===== src/rtl/ram_port_initiator.sv =====
// ram_port_initiator: drives one port of the latency dual-port RAM from a
// valid/ready request stream. It tracks in-flight reads and returns their data
// with the request address attached.
// Optional feature macro: RAM_INIT_RAW_STALL_EN. When defined, a read that
// would hit a not-yet-committed write is held off. When undefined, the write
// tracker is removed and such a read returns stale array data.
module ram_port_initiator #(
  parameter int DATA_WIDTH = 8,
  parameter int MEM_DEPTH  = 16,
  parameter int ADDR_WIDTH = $clog2(MEM_DEPTH),
  parameter int WR_LATENCY = 1,
  parameter int RD_LATENCY = 1
) (
  input  logic                              clk,
  input  logic                              rst_n,
  input  logic                              i_req_valid,
  output logic                              o_req_ready,
  input  logic                              i_req_we,
  input  logic [ADDR_WIDTH-1:0]             i_req_addr,
  input  logic [DATA_WIDTH-1:0]             i_req_wdata,
  output logic                              o_rsp_valid,
  output logic [DATA_WIDTH-1:0]             o_rsp_rdata,
  output logic [ADDR_WIDTH-1:0]             o_rsp_addr,
  output logic [$clog2(RD_LATENCY+2)-1:0]   o_outstanding,
  output logic                              o_en,
  output logic                              o_we,
  output logic [ADDR_WIDTH-1:0]             o_addr,
  output logic [DATA_WIDTH-1:0]             o_din,
  input  logic [DATA_WIDTH-1:0]             i_dout
);

  localparam int OUT_W = $clog2(RD_LATENCY+2);

  logic accept;
  logic rd_acc;
  logic rd_ret;

  // Read tracker: one {valid, addr} entry per cycle of RAM read latency.
  logic [RD_LATENCY-1:0]                 rd_vld_pipe;
  logic [RD_LATENCY-1:0][ADDR_WIDTH-1:0] rd_addr_pipe;

  assign accept = i_req_valid & o_req_ready;
  assign rd_acc = accept & ~i_req_we;
  // The last tracker stage is the cycle whose end carries valid i_dout.
  assign rd_ret = rd_vld_pipe[RD_LATENCY-1];

`ifdef RAM_INIT_RAW_STALL_EN
  // Write tracker is loaded at accept, so entry 0 shadows the issue stage and
  // the last entry leaves exactly when the array commit becomes visible.
  logic [WR_LATENCY-1:0]                 wr_vld_pipe;
  logic [WR_LATENCY-1:0][ADDR_WIDTH-1:0] wr_addr_pipe;
  logic                                  raw_hit;

  // Shift the write tracker; an accepted write enters at the head.
  always_ff @(posedge clk) begin
    if (!rst_n) begin
      wr_vld_pipe  <= '0;
      wr_addr_pipe <= '0;
    end else begin
      wr_vld_pipe[0]  <= accept & i_req_we;
      wr_addr_pipe[0] <= i_req_addr;
      for (int i = 1; i < WR_LATENCY; i++) begin
        wr_vld_pipe[i]  <= wr_vld_pipe[i-1];
        wr_addr_pipe[i] <= wr_addr_pipe[i-1];
      end
    end
  end

  // Compare the request address against the issue stage and every pending write.
  always_comb begin
    raw_hit = o_en & o_we & (o_addr == i_req_addr);
    for (int i = 0; i < WR_LATENCY; i++) begin
      if (wr_vld_pipe[i] && (wr_addr_pipe[i] == i_req_addr)) raw_hit = 1'b1;
    end
  end

  // Only reads stall; writes to a pending address simply overwrite later.
  assign o_req_ready = rst_n & (i_req_we | ~raw_hit);
`else
  assign o_req_ready = rst_n;
`endif

  // Issue stage: one-cycle enable pulse; address and data hold when idle.
  always_ff @(posedge clk) begin
    if (!rst_n) begin
      o_en   <= 1'b0;
      o_we   <= 1'b0;
      o_addr <= '0;
      o_din  <= '0;
    end else begin
      o_en <= accept;
      o_we <= accept & i_req_we;
      if (accept) begin
        o_addr <= i_req_addr;
        o_din  <= i_req_wdata;
      end
    end
  end

  // Read tracker: a read on the pins enters at the head and walks the latency.
  always_ff @(posedge clk) begin
    if (!rst_n) begin
      rd_vld_pipe  <= '0;
      rd_addr_pipe <= '0;
    end else begin
      rd_vld_pipe[0]  <= o_en & ~o_we;
      rd_addr_pipe[0] <= o_addr;
      for (int i = 1; i < RD_LATENCY; i++) begin
        rd_vld_pipe[i]  <= rd_vld_pipe[i-1];
        rd_addr_pipe[i] <= rd_addr_pipe[i-1];
      end
    end
  end

  // Response register: capture i_dout at the end of the read's last latency cycle.
  always_ff @(posedge clk) begin
    if (!rst_n) begin
      o_rsp_valid <= 1'b0;
      o_rsp_rdata <= '0;
      o_rsp_addr  <= '0;
    end else begin
      o_rsp_valid <= rd_ret;
      if (rd_ret) begin
        o_rsp_rdata <= i_dout;
        o_rsp_addr  <= rd_addr_pipe[RD_LATENCY-1];
      end
    end
  end

  // Outstanding reads: a read leaves the count on the edge its response is raised.
  always_ff @(posedge clk) begin
    if (!rst_n) begin
      o_outstanding <= '0;
    end else begin
      case ({rd_acc, rd_ret})
        2'b10:   o_outstanding <= o_outstanding + OUT_W'(1);
        2'b01:   o_outstanding <= o_outstanding - OUT_W'(1);
        default: o_outstanding <= o_outstanding;
      endcase
    end
  end

endmodule


===== config.mk =====
export PLATFORM = sky130hd
export DESIGN_NAME = ram_port_initiator
export DESIGN_NICKNAME = d
export VERILOG_FILES = /design/src/rtl/ram_port_initiator.sv
export SDC_FILE = /design/constraint.sdc
export NUM_CORES = 1
export LEC_CHECK = 0
export BUFFER_PORTS_ARGS = -buffer_cell sky130_fd_sc_hd__buf_2
export CAP_MARGIN = 5
export CORE_MARGIN = 2
export CORE_UTILIZATION = 49
export DETAILED_ROUTE_END_ITERATION = 10
export PLACE_DENSITY = 0.82
export SYNTH_ARGS = -nofsm -noshare
export SYNTH_HDL_FRONTEND = slang
export SYNTH_SLANG_ARGS = --single-unit

===== constraint.sdc =====
create_clock -name clk -period 4.3 [get_ports clk]
set_input_delay 0.645 -clock clk [delete_from_list [all_inputs] [get_ports clk]]
set_output_delay 0.645 -clock clk [all_outputs]
set_load 0.02 [all_outputs]

-- Yosys cells after proc, flatten, opt, wreduce, memory -nomap -nowiden
Cells that the tools add are included.
- add/sub/neg operators: 2
- equal/unequal tests: 2
- multiplexer cells: 1
- bitwise operators: 6
- reduce and logical (&&, ||, !) cells: 1
- operators by type and width (cell ; count):
    $and A1 B1 Y1 ; 4
    $pmux W2 S2 ; 1
    $add A2 B1 Y2 const B ; 1
    $eq A2 B1 Y1 const B ; 1
    $eq A2 B2 Y1 const B ; 1
    $not A1 Y1 ; 2
    $reduce_bool A2 Y1 ; 1
    $sub A2 B1 Y2 const B ; 1
- flip-flop bits (word level): 34
- input bits: 24
- word-level logic and storage cells: 22

-- Longest topological paths before layout
Gate-level depths: netlist of run 1.
- word-level depth: 4
- mapped depth: 7

-- Worst setup path before layout of run 1
OpenSTA, ideal clock, no wires.
- path kind: input -> register
- from: in i_req_valid
- to: reg o_outstanding[1]
- data arrival time: 1.732 ns
- required time: 4.230 ns
- setup slack: 2.498 ns
- stages on the path: 6
- path through: buf_2 and2_1 nand2b_1 ha_1 or3_1 a21boi_1
- cells in the longest elaborated chain, start to end: 4
- RTL lines (item ; line ; RTL):
    start, declared ; 16 ; input logic i_req_valid,
    $and A1 B1 Y1 * ; 42 ; assign accept = i_req_valid & o_req_ready;
    $and A1 B1 Y1 * ; 43 ; assign rd_acc = accept & ~i_req_we;
    $eq A2 B1 Y1 or $eq A2 B2 Y1 (tied branches) ; 135 ; case ({rd_acc, rd_ret})
    $pmux W2 S2 or $reduce_bool A2 Y1 (tied branches) ; n/a ;
    end signal, assigned ; 136 ; 2'b10: o_outstanding <= o_outstanding + OUT_W'(1);
    end signal, assigned ; 137 ; 2'b01: o_outstanding <= o_outstanding - OUT_W'(1);
    end signal, assigned ; 138 ; default: o_outstanding <= o_outstanding;
    end, declared ; 24 ; output logic [$clog2(RD_LATENCY+2)-1:0] o_outstanding,
Mark *: on every way between the ends. The rest lies on a longest branch, timed or not.
A chain may end at the register's enable or synchronous reset.

-- Worst setup path in the final report of run 1
- from: in rst_n
- to: out o_req_ready
- RTL lines (item ; line ; RTL):
    start, declared ; 15 ; input logic rst_n,
    end, declared ; 17 ; output logic o_req_ready,
No word-level cell between the ends.

==> run metrics, run 1 <==
status=complete, no violations; die area=between 2000 and 3000 sq um; mux cell area share after synthesis=between 10% and 20%; post-detail-place hpwl=1.59 mm; global-route wire length before repair=between 3 and 4 mm; Routed Antenna Nets=0; setup TNS=0 ns; initial detailed-routing violation count=2; ratio of cells with drive above 1 in the final layout=between 30% and 40%; leakage=about 0.74 nW; Seq/Total Area, Yosys=55.5%; Max-cap violations=0; worst-case reg-to-reg path depth=3; Area Growth Syn to Fin=26.0%; RSZ-0062 raised after global routing=no; port bufs=53; CP Cell Sequence=buf_2 -> buf_2; syn_area_per_cell=about 11 sq um; syn_nets=about 130; Crit path max-delay family=buffers and inverters; GP Congestion=around 0.61; Reg2Reg Launch Point=rd_ret; Total Routing Usage GR=between 10% and 20%; Inserted Clock Buffers=5; Remaining DRCs=0; Skew-Pair Late Insertion Delay=0.32 ns; fin area=between 1500 and 2000 sq um; min-delay worst type=register to register; Worst path slowest cell=buf_2; compound-cell area share of the yosys netlist=under 10%; Worst-Margin Slew=between 0.7 and 0.8 ns; CTS tree=built; Mapped Area=roughly 1200 sq um; Worst EP arrival=about 1.3 ns; Synth Instances=107; R2R setup slack=roughly 2.5 ns; CTS Hold Buffers Added=0; Root Buffer=clkbuf_4; Seq cells post-synth=34; initial antenna violation count=0; total gr overflow=0; simple-gate share of the synthesized area=~18%; Final period util=around 44%; H-Tree Depth=2; Rel. slew slack=50.5%; WS Path Type=input port to primary output; routed wire length=~2.1 mm; n_diodes=0; Worst Hold Launch=o_we; Via density=between 4 and 5; setup bufs post-CTS=0; Pins Over Slew Limit=0; row count=18; Reg clk slew, reported paths=0.09 ns; Final Critical Period=1.90 ns; io pins=54; Reg2Reg Capture Point=o_outstanding[1]; vias=between 800 and 900; hold path endpoint=rd_ret; Hold WS=approximately 0.41 ns; synth unique cells=16; CP Launch Type=input port; DR WL/cell=11.2 um; Core Footprint=~2400 sq um; Synth Warn #=0; Worst Hold Depth=1; Hold Vio Cnt, Final=0; main combinational cell family by area after synthesis=multiplexers; crit path max fanout=35; CP required=3.65 ns; Post-Synth XOR/XNOR Area=1.43%; Worst path max stage delay=approximately 0.36 ns; Adder-Cell Fraction of Synth Area=1.02%; Finished Core Util=a little under two thirds; Clock Tree Buf Depth=2; die width=approximately 54 um; Crit. End Element=primary output; post_cts resized=0; Starting Density=a little over 50%; Max VDD drop=~0.25 mV; drt pass-1 iters=3; P per Cell Area=377 nW/um^2; critical path's most frequent cell=buf_2; commonest non-fill, non-tap cell in the layout=buf_2; final setup vio count=0; vias in the first global route=about 830; largest net degree at the start of global routing=36; layout net count=roughly 180; Die Y=54.1 um; final total power=0.583 mW; max frequency=around 530 MHz; clock sink total=34; post-place instance area=~1500 sq um; most frequent cells in the layout=buf_2 (53), dfxtp_1 (34), mux2i_1 (24), nor2b_1 (24), and2_1 (7); Worst Path Buf+Inv=2; Post-Route Skew=0.00605 ns
per-layer routing:
metal,part of all wire [%],GRT usage [%]
met5,0,0
met3,7.9,6.94
met1,41,16.6
met2,50,26.2
met4,1.6,9.58
registers in the layout, summed over array words and instances (netlist names):
signal,cells
o_rsp_addr,4
rd_addr_pipe,4
rd_ret,1
o_rsp_rdata,8
o_din,8
o_outstanding,2
o_addr,4
o_we,1
o_rsp_valid,1
o_en,1
Yosys cell counts:
| cell type | instances | area [sq um] |
|---|---|---|
| dfxtp_1 | 34 | 681 |
| mux2i_1 | 24 | 240 |
| nor2b_1 | 24 | 150 |
| and2_1 | 7 | 43.8 |
| buf_4 | 3 | 22.5 |
| clkbuf_1 | 3 | 11.3 |
| buf_2 | 2 | 10.0 |
| xnor2_1 | 2 | 17.5 |
| a21boi_1 | 1 | 7.51 |
| and3_1 | 1 | 6.26 |
| ha_1 | 1 | 12.5 |
| nand2_1 | 1 | 3.75 |
| nand2b_1 | 1 | 6.26 |
| nor2_1 | 1 | 3.75 |
| o21ai_0 | 1 | 5.00 |
| or3_1 | 1 | 6.26 |
layout make-up:
type | instances | area [sq um]
tap | 30 | 37.5
fill | 211 | 886
timing repair buffer | 53 | 265
clock buffer | 7 | 55.1
sequential | 34 | 681
clock inverter | 1 | 5.00
multi-input combinational | 65 | 503
through the flow:
step,std cells,worst slack [ns]
after floorplan,107,2.50
after global placement,182,2.21
after detailed placement,182,2.12
after CTS,190,2.39
after global routing,190,2.33
final,190,2.40
report_power, final:
group	leakage [nW]	switching [mW]	internal [mW]
registers	0.278	0.00945	0.329
clock network	0.0353	0.0953	0.0792
logic	0.424	0.0366	0.0339
kinds of logic (layout without fill, tap and decap cells):
group                      Yosys count  in the layout
DFF                                 34             34
xor gates and xnor gates             2              2
adders and majority gates            1              1
buffers and inverters                8             61
muxes                               24             24
and+or+nand+nor                     36             36
AOI/OAI and AO/OA                    2              2
how the worst max path moves through the flow:
stage / startpoint / to / slack, ns / cells after the start
after detailed placement: rst_n / o_outstanding[1] / 2.12 / 6
after global routing: rst_n / o_req_ready / 2.33 / 2
after CTS: rst_n / o_req_ready / 2.39 / 2
final: rst_n / o_req_ready / 2.40 / 2
after floorplan: i_req_valid / o_outstanding[1] / 2.50 / 6
after global placement: rst_n / o_outstanding[1] / 2.21 / 6
Note: power is estimated with default switching activity, not from simulation.
==> run 2, diff against run 1 <==
--- a/config.mk
+++ b/config.mk
@@ -5,12 +5,13 @@
 export SDC_FILE = /design/constraint.sdc
 export NUM_CORES = 1
 export LEC_CHECK = 0
+export ABC_AREA = 1
 export BUFFER_PORTS_ARGS = -buffer_cell sky130_fd_sc_hd__buf_2
 export CAP_MARGIN = 5
 export CORE_MARGIN = 2
-export CORE_UTILIZATION = 49
+export CORE_UTILIZATION = 45
 export DETAILED_ROUTE_END_ITERATION = 10
-export PLACE_DENSITY = 0.82
+export PLACE_DENSITY = 0.77
 export SYNTH_ARGS = -nofsm -noshare
 export SYNTH_HDL_FRONTEND = slang
 export SYNTH_SLANG_ARGS = --single-unit
==> constraint.sdc (replaced) <==
create_clock -name clk -period 1.9 [get_ports clk]
set_input_delay 0.285 -clock clk [delete_from_list [all_inputs] [get_ports clk]]
set_output_delay 0.285 -clock clk [all_outputs]
set_load 0.02 [all_outputs]
==> run 2 against run 1 <==
Synthesized area shrank 2.7%. Final area shrank 1.8%. Non-clock buffer count grew 1. First-iteration DRC count grew to 13 times the previous value. Routed wire length grew 8.7%. Sequential power grew 130%. Total power grew 130%. Combinational power grew 140%. Largest cell class unchanged. Largest power group unchanged.
==> run metrics, run 2 <==
Inserted Clock Buffers=5 (unchanged); syn_nets=167 (+27%); status=complete, no violations; final total power=1.35 mW (+130%); setup TNS=0 ns (unchanged); storage element area=681 sq um (unchanged); crit path max fanout=15 (-57%); Final period util=between 70% and 80%; synth cell count leaders=dfxtp_1 (34), nor2_1 (30), nand2_1 (27); RSZ-0062 raised after global routing=no; Final Critical Period=1.35 ns; initial detailed-routing violation count=25 (+23); die area=3080 sq um (+5.6%); port bufs=53 (unchanged); Worst-Margin Slew=0.422 ns (-0.319 ns); Post-Route Skew=0.00861 ns (+0.00255 ns); post-detail-place hpwl=1.72 mm (+7.9%); Crit. End Element=register; Synth Instances=142 (+33%); n_diodes=0 (unchanged); setup bufs post-CTS=0 (unchanged); post_cts resized=0 (unchanged); Starting Density=47.8% (-2.7 points); Pins Over Slew Limit=0 (unchanged); Routed Antenna Nets=0 (unchanged); ys flop type=dfxtp_1; Hold Vio Cnt, Final=0 (unchanged); DR WL/cell=10.1 um (-9.4%); GP Congestion=0.748 (+22%); ratio of cells with drive above 1 in the final layout=36.4% (-1.1 points); io pins=54 (unchanged); Synth Warn #=0 (unchanged); cell with the most instances after synthesis=dfxtp_1; syn_area_per_cell=8.41 sq um (-27%); P per Cell Area=891 nW/um^2 (+140%); row count=18 (unchanged); clock sink total=34 (unchanged); commonest non-fill, non-tap cell in the layout=buf_2; top-area cell type share of the netlist area=57.0% (+1.5 points); CP required=2.17 ns (-1.48 ns); global-route wire length before repair=3.89 mm (+21%); WS Path Type=register to register; Seq/Total Area, Yosys=57.0% (+1.5 points); Max-cap violations=0 (unchanged); Mapped Area=1190 sq um (-2.7%); initial antenna violation count=0 (unchanged); final setup vio count=0 (unchanged); vias in the first global route=933 (+13%); Reg clk slew, reported paths=0.10 ns (about the same); largest net degree at the start of global routing=23 (-36%); Finished Core Util=60.8% (-2.8 points); asr flop ratio synth=0% (unchanged); synth unique cells=15 (-1); CTS tree=built; Core Footprint=2500 sq um (+2.8%); Post-synth EDFFs=0 (unchanged); Total Routing Usage GR=16.2% (+0.32 points); area leader, netlist=dfxtp_1; largest cells by area after synthesis=dfxtp_1 (57%), nor2_1 (9.4%), nand2_1 (8.5%); routed wire length=2.31 mm (+8.7%); Worst EP arrival=1.62 ns (+0.36 ns); min-delay worst type=input port to register; Remaining DRCs=0 (unchanged); CP Launch Type=register; number of fill cells=236 (+12%); vias=1046 (+19%); total gr overflow=0 (unchanged); Area Growth Syn to Fin=27.1%; Via density=4.59 (-0.61%); footprint of the multi-input gates=414 sq um (-18%); Die Y=55.5 um (+2.7%); Rel. slew slack=71.8% (+21 points); die width=55.5 um (+2.7%); largest registers=o_din x8, o_rsp_rdata x8; Max VDD drop=0.668 mV (+170%); max frequency=743 MHz; Clock Tree Buf Depth=2 (unchanged); H-Tree Depth=2 (unchanged); CTS Hold Buffers Added=0 (unchanged); layout net count=222 (+21%); most frequent cells in the layout=buf_2 (53), dfxtp_1 (34), nor2_1 (30), nand2_1 (27), o21ai_0 (13); Root Buffer=clkbuf_4; leakage=0.818 nW (+11%); Seq cells post-synth=34 (unchanged); Skew-Pair Late Insertion Delay=0.33 ns (about the same); drt pass-1 iters=4 (+1)
[run 2: cell types whose count changed in the layout (fill, tap and decap cells not counted), sizes merged, moves of 2 or more]
cell / before / now
o21ai: 1 / 17
nor2b: 24 / 0
xnor2: 2 / 0
nor2: 1 / 30
nand2: 1 / 32
mux2i: 24 / 0
and2: 7 / 0
a21oi: 0 / 9
inv: 0 / 11
[run 2: per-stage QoR]
stage	std cells	instance area, sq um	hold WS (ns)	worst slack, ns
2_1_floorplan	142	1190	0.388	0.619
3_3_place_gp	220	1460	0.410	0.501
3_5_place_dp	220	1460	0.432	0.399
4_1_cts	228	1520	0.126	0.536
5_1_grt	228	1520	0.122	0.386
6_report	228	1520	0.142	0.554
[run 2: worst max-delay path, stage by stage, from the launching register on]
cell and delay [ns]:
dfxtp_1 0.59, ha_1 0.33, inv_1 0.08, nand2_1 0.05
nor2_1 0.09, nor2_1 0.05, nor2_1 0.09
[run 2: path summary, 6_finish.rpt]
check	from	to	slack [ns]	cells after the start
setup / recovery	rd_ret	o_outstanding[1]	0.55	6
hold / removal	i_req_addr[2]	o_addr[2]	0.14	3
setup reg to reg	rd_ret	o_outstanding[1]	0.55	6
hold reg to reg	o_en	rd_ret	0.45	2
[run 2: layout make-up]
| class | count | share of cell area, % |
|---|---|---|
| inverters | 12 | 3.29 |
| clock inverters | 2 | 0.824 |
| multi-input cells | 90 | 27.3 |
| well taps | 30 | 2.47 |
| flip-flops and latches | 34 | 44.8 |
| clock buffers | 6 | 3.38 |
| repair buffers | 54 | 18.0 |
[run 2: kinds of logic after synthesis]
logic type                 after synthesis  synth area share [%]
AOI/OAI and AO/OA                       26                  12.1
and+or+nand+nor                         63                  21.5
adders and majority gates                1                  1.05
DFF                                     34                  57.0
buffers and inverters                   18                  8.38
[run 2: per-layer routing]
metal  global-route usage (%)  up-vias  share of wire (%)  wire length (um)
met5                        0        -                  0                 0
met4                     8.71        0                1.9                44
met3                     7.96        5                9.5               220
met2                     25.5       42                 44              1030
met1                     17.9      445                 44              1020
li1                         -      554                  -                 -
[run 2: power breakdown]
part	switching [mW]	internal (mW)	leakage [nW]	total [mW]
Combinational	0.107	0.0638	0.505	0.171
Clock	0.237	0.178	0.0343	0.415
Sequential	0.0189	0.749	0.279	0.768
Total	0.363	0.990	0.818	1.35
==> run 3, diff against run 2 <==
--- a/config.mk
+++ b/config.mk
@@ -9,9 +9,9 @@
 export BUFFER_PORTS_ARGS = -buffer_cell sky130_fd_sc_hd__buf_2
 export CAP_MARGIN = 5
 export CORE_MARGIN = 2
-export CORE_UTILIZATION = 45
+export CORE_UTILIZATION = 41
 export DETAILED_ROUTE_END_ITERATION = 10
-export PLACE_DENSITY = 0.77
+export PLACE_DENSITY = 0.74
 export SYNTH_ARGS = -nofsm -noshare
 export SYNTH_HDL_FRONTEND = slang
 export SYNTH_SLANG_ARGS = --single-unit
==> constraint.sdc (replaced) <==
create_clock -name clk -period 1.08 [get_ports clk]
set_input_delay 0.162 -clock clk [delete_from_list [all_inputs] [get_ports clk]]
set_output_delay 0.162 -clock clk [all_outputs]
set_load 0.02 [all_outputs]
==> run 3 against run 2 <==
Final area increased by 5.0%. Die area increased by 9.0%. Non-clock buffer count increased by 4. Largest power group unchanged.
==> run metrics, run 3 (synthesis gave the netlist of run 2 again) <==
status=complete, no violations; setup bufs post-CTS=0 (unchanged); Critical Path Start=o_outstanding[0]; global-route wire length before repair=4.18 mm (+7.5%); Inserted Clock Buffers=5 (unchanged); most frequent cells in the layout=buf_2 (53), dfxtp_1 (33), nor2_1 (30), nand2_1 (26), o21ai_0 (13); RSZ-0062 raised after global routing=no; min-delay worst type=input port to register; max frequency=a little under 1000 MHz; Crit path max-delay family=flip-flops; dpl cells=225 (+2.3%); H-Tree Depth=2 (unchanged); Max-cap violations=0 (unchanged); Hold Vio Cnt, Final=0 (unchanged); met1 Usage GRT=16.9% (-1.0 points); Worst Path Buf+Inv=1 (unchanged); Area Growth Syn to Fin=33.5%; CP Cell Sequence=buf_2; commonest non-fill, non-tap cell in the layout=buf_2; number of fill cells=261 (+11%); Root Buffer=clkbuf_4; clock sink total=34 (unchanged); M3 GR Usage=4.02% (-3.9 points); initial detailed-routing violation count=23 (-8.0%); Total Routing Usage GR=16.2% (about the same); port bufs=53 (unchanged); Hold WS=0.0315 ns (-0.110 ns); drt pass-1 iters=4 (unchanged); ratio of cells with drive above 1 in the final layout=39.4% (+3.0 points); met2 global-route usage=30.0% (+4.5 points); Clock Tree Buf Depth=2 (unchanged); Post-Route Skew=0.00978 ns (+0.00117 ns); CTS tree=built; vias in the first global route=1052 (+13%); Pins Over Slew Limit=0 (unchanged); routed wire length=2.58 mm (+11%); P per Cell Area=1500 nW/um^2 (+68%); layout net count=227 (+2.3%); CP Launch Type=register; post-detail-place hpwl=1.97 mm (+14%); Worst EP arrival=0.87 ns (-0.75 ns); leakage=0.847 nW (+3.6%); largest registers=o_din x8, o_rsp_rdata x8; GP Congestion=0.728 (-2.6%); final total power=2.39 mW (+76%); Via density=4.69 (+2.2%); Core Footprint=2760 sq um (+10%); Worst path max stage delay=0.38 ns (-0.21 ns); final setup vio count=0 (unchanged); n_diodes=0 (unchanged); Final period util=about 96%; vias=1097 (+4.9%); DR WL/cell=11.0 um (+8.5%); die area=3360 sq um (+9.0%); global routing's busiest layer=met2; Rel. slew slack=83.7% (+12 points); Crit. End Element=primary output; largest net degree at the start of global routing=23 (unchanged); setup TNS=0 ns (unchanged); Finished Core Util=57.8% (-2.9 points); Worst Hold Launch=i_req_addr[3]; Starting Density=43.3% (-4.5 points); Worst path slowest cell=dfxtp_1; post_cts resized=0 (unchanged); Die Y=58.0 um (+4.4%); initial antenna violation count=0 (unchanged); Remaining DRCs=0 (unchanged); CTS Hold Buffers Added=0 (unchanged); die width=58.0 um (+4.4%); Final Critical Period=1.04 ns; WS Path Type=register to primary output; Max VDD drop=1.07 mV (+60%); total gr overflow=0 (unchanged); Reg clk slew, reported paths=0.10 ns (about the same); Skew-Pair Late Insertion Delay=0.32 ns (about the same); Post-Layout Cell Count=234 (+2.6%); crit path max fanout=4 (-11); CP required=0.92 ns (-1.25 ns); io pins=54 (unchanged); row count=19 (+1); Routed Antenna Nets=0 (unchanged); Worst-Margin Slew=0.245 ns (-0.178 ns); Reg2Reg Launch Point=rd_ret
run 3: changes by cell type in the layout (fill, tap and decap cells not counted), sizes merged:
| cell | delta |
|---|---|
| clkbuf | +1 |
| buf | +4 |
| inv | -1 |
| clkinvlp | +1 |
run 3: power by group:
part | internal (mW) | switching [mW] | total [mW] | leakage, nW
Clock | 0.315 | 0.390 | 0.705 | 0.0353
Sequential | 1.32 | 0.0309 | 1.35 | 0.279
Combinational | 0.127 | 0.208 | 0.334 | 0.533
Total | 1.76 | 0.628 | 2.39 | 0.847
run 3: path summary, 6_finish.rpt:
check                     end  slack, ns  cells after the start
max          o_outstanding[0]       0.04                      1
min                 o_addr[3]       0.03                      3
max reg2reg  o_outstanding[1]       0.12                      6
min reg2reg            rd_ret       0.43                      1
run 3: layer usage:
layer  vias to the layer above  routed length [um]  share of wire, %
li1                        564                   -                 -
met1                       485                1010                39
met2                        42                1330                52
met3                         6                 181               7.0
met4                         0                  51               2.0
met5                         -                   0                 0
run 3: per-stage QoR:
step                      area, sq um  setup WS, ns
final                            1600        0.0436
after global routing             1600       0.00160
after CTS                        1580        0.0304
after detailed placement         1520       -0.0178
after global placement           1520        0.0129
after floorplan                  1230        0.0112
run 3: cell type report:
type                    instances  area [sq um]  area share [%]
clock buffers                   7          55.1            3.45
clock inverters                 1          5.00           0.314
inverters                      12          61.3            3.84
multi-input cells              90           443            27.8
flip-flops and latches         34           682            42.7
well taps                      31          38.8            2.43
repair buffers                 58           303            19.0
repair inverters                1          7.51           0.471
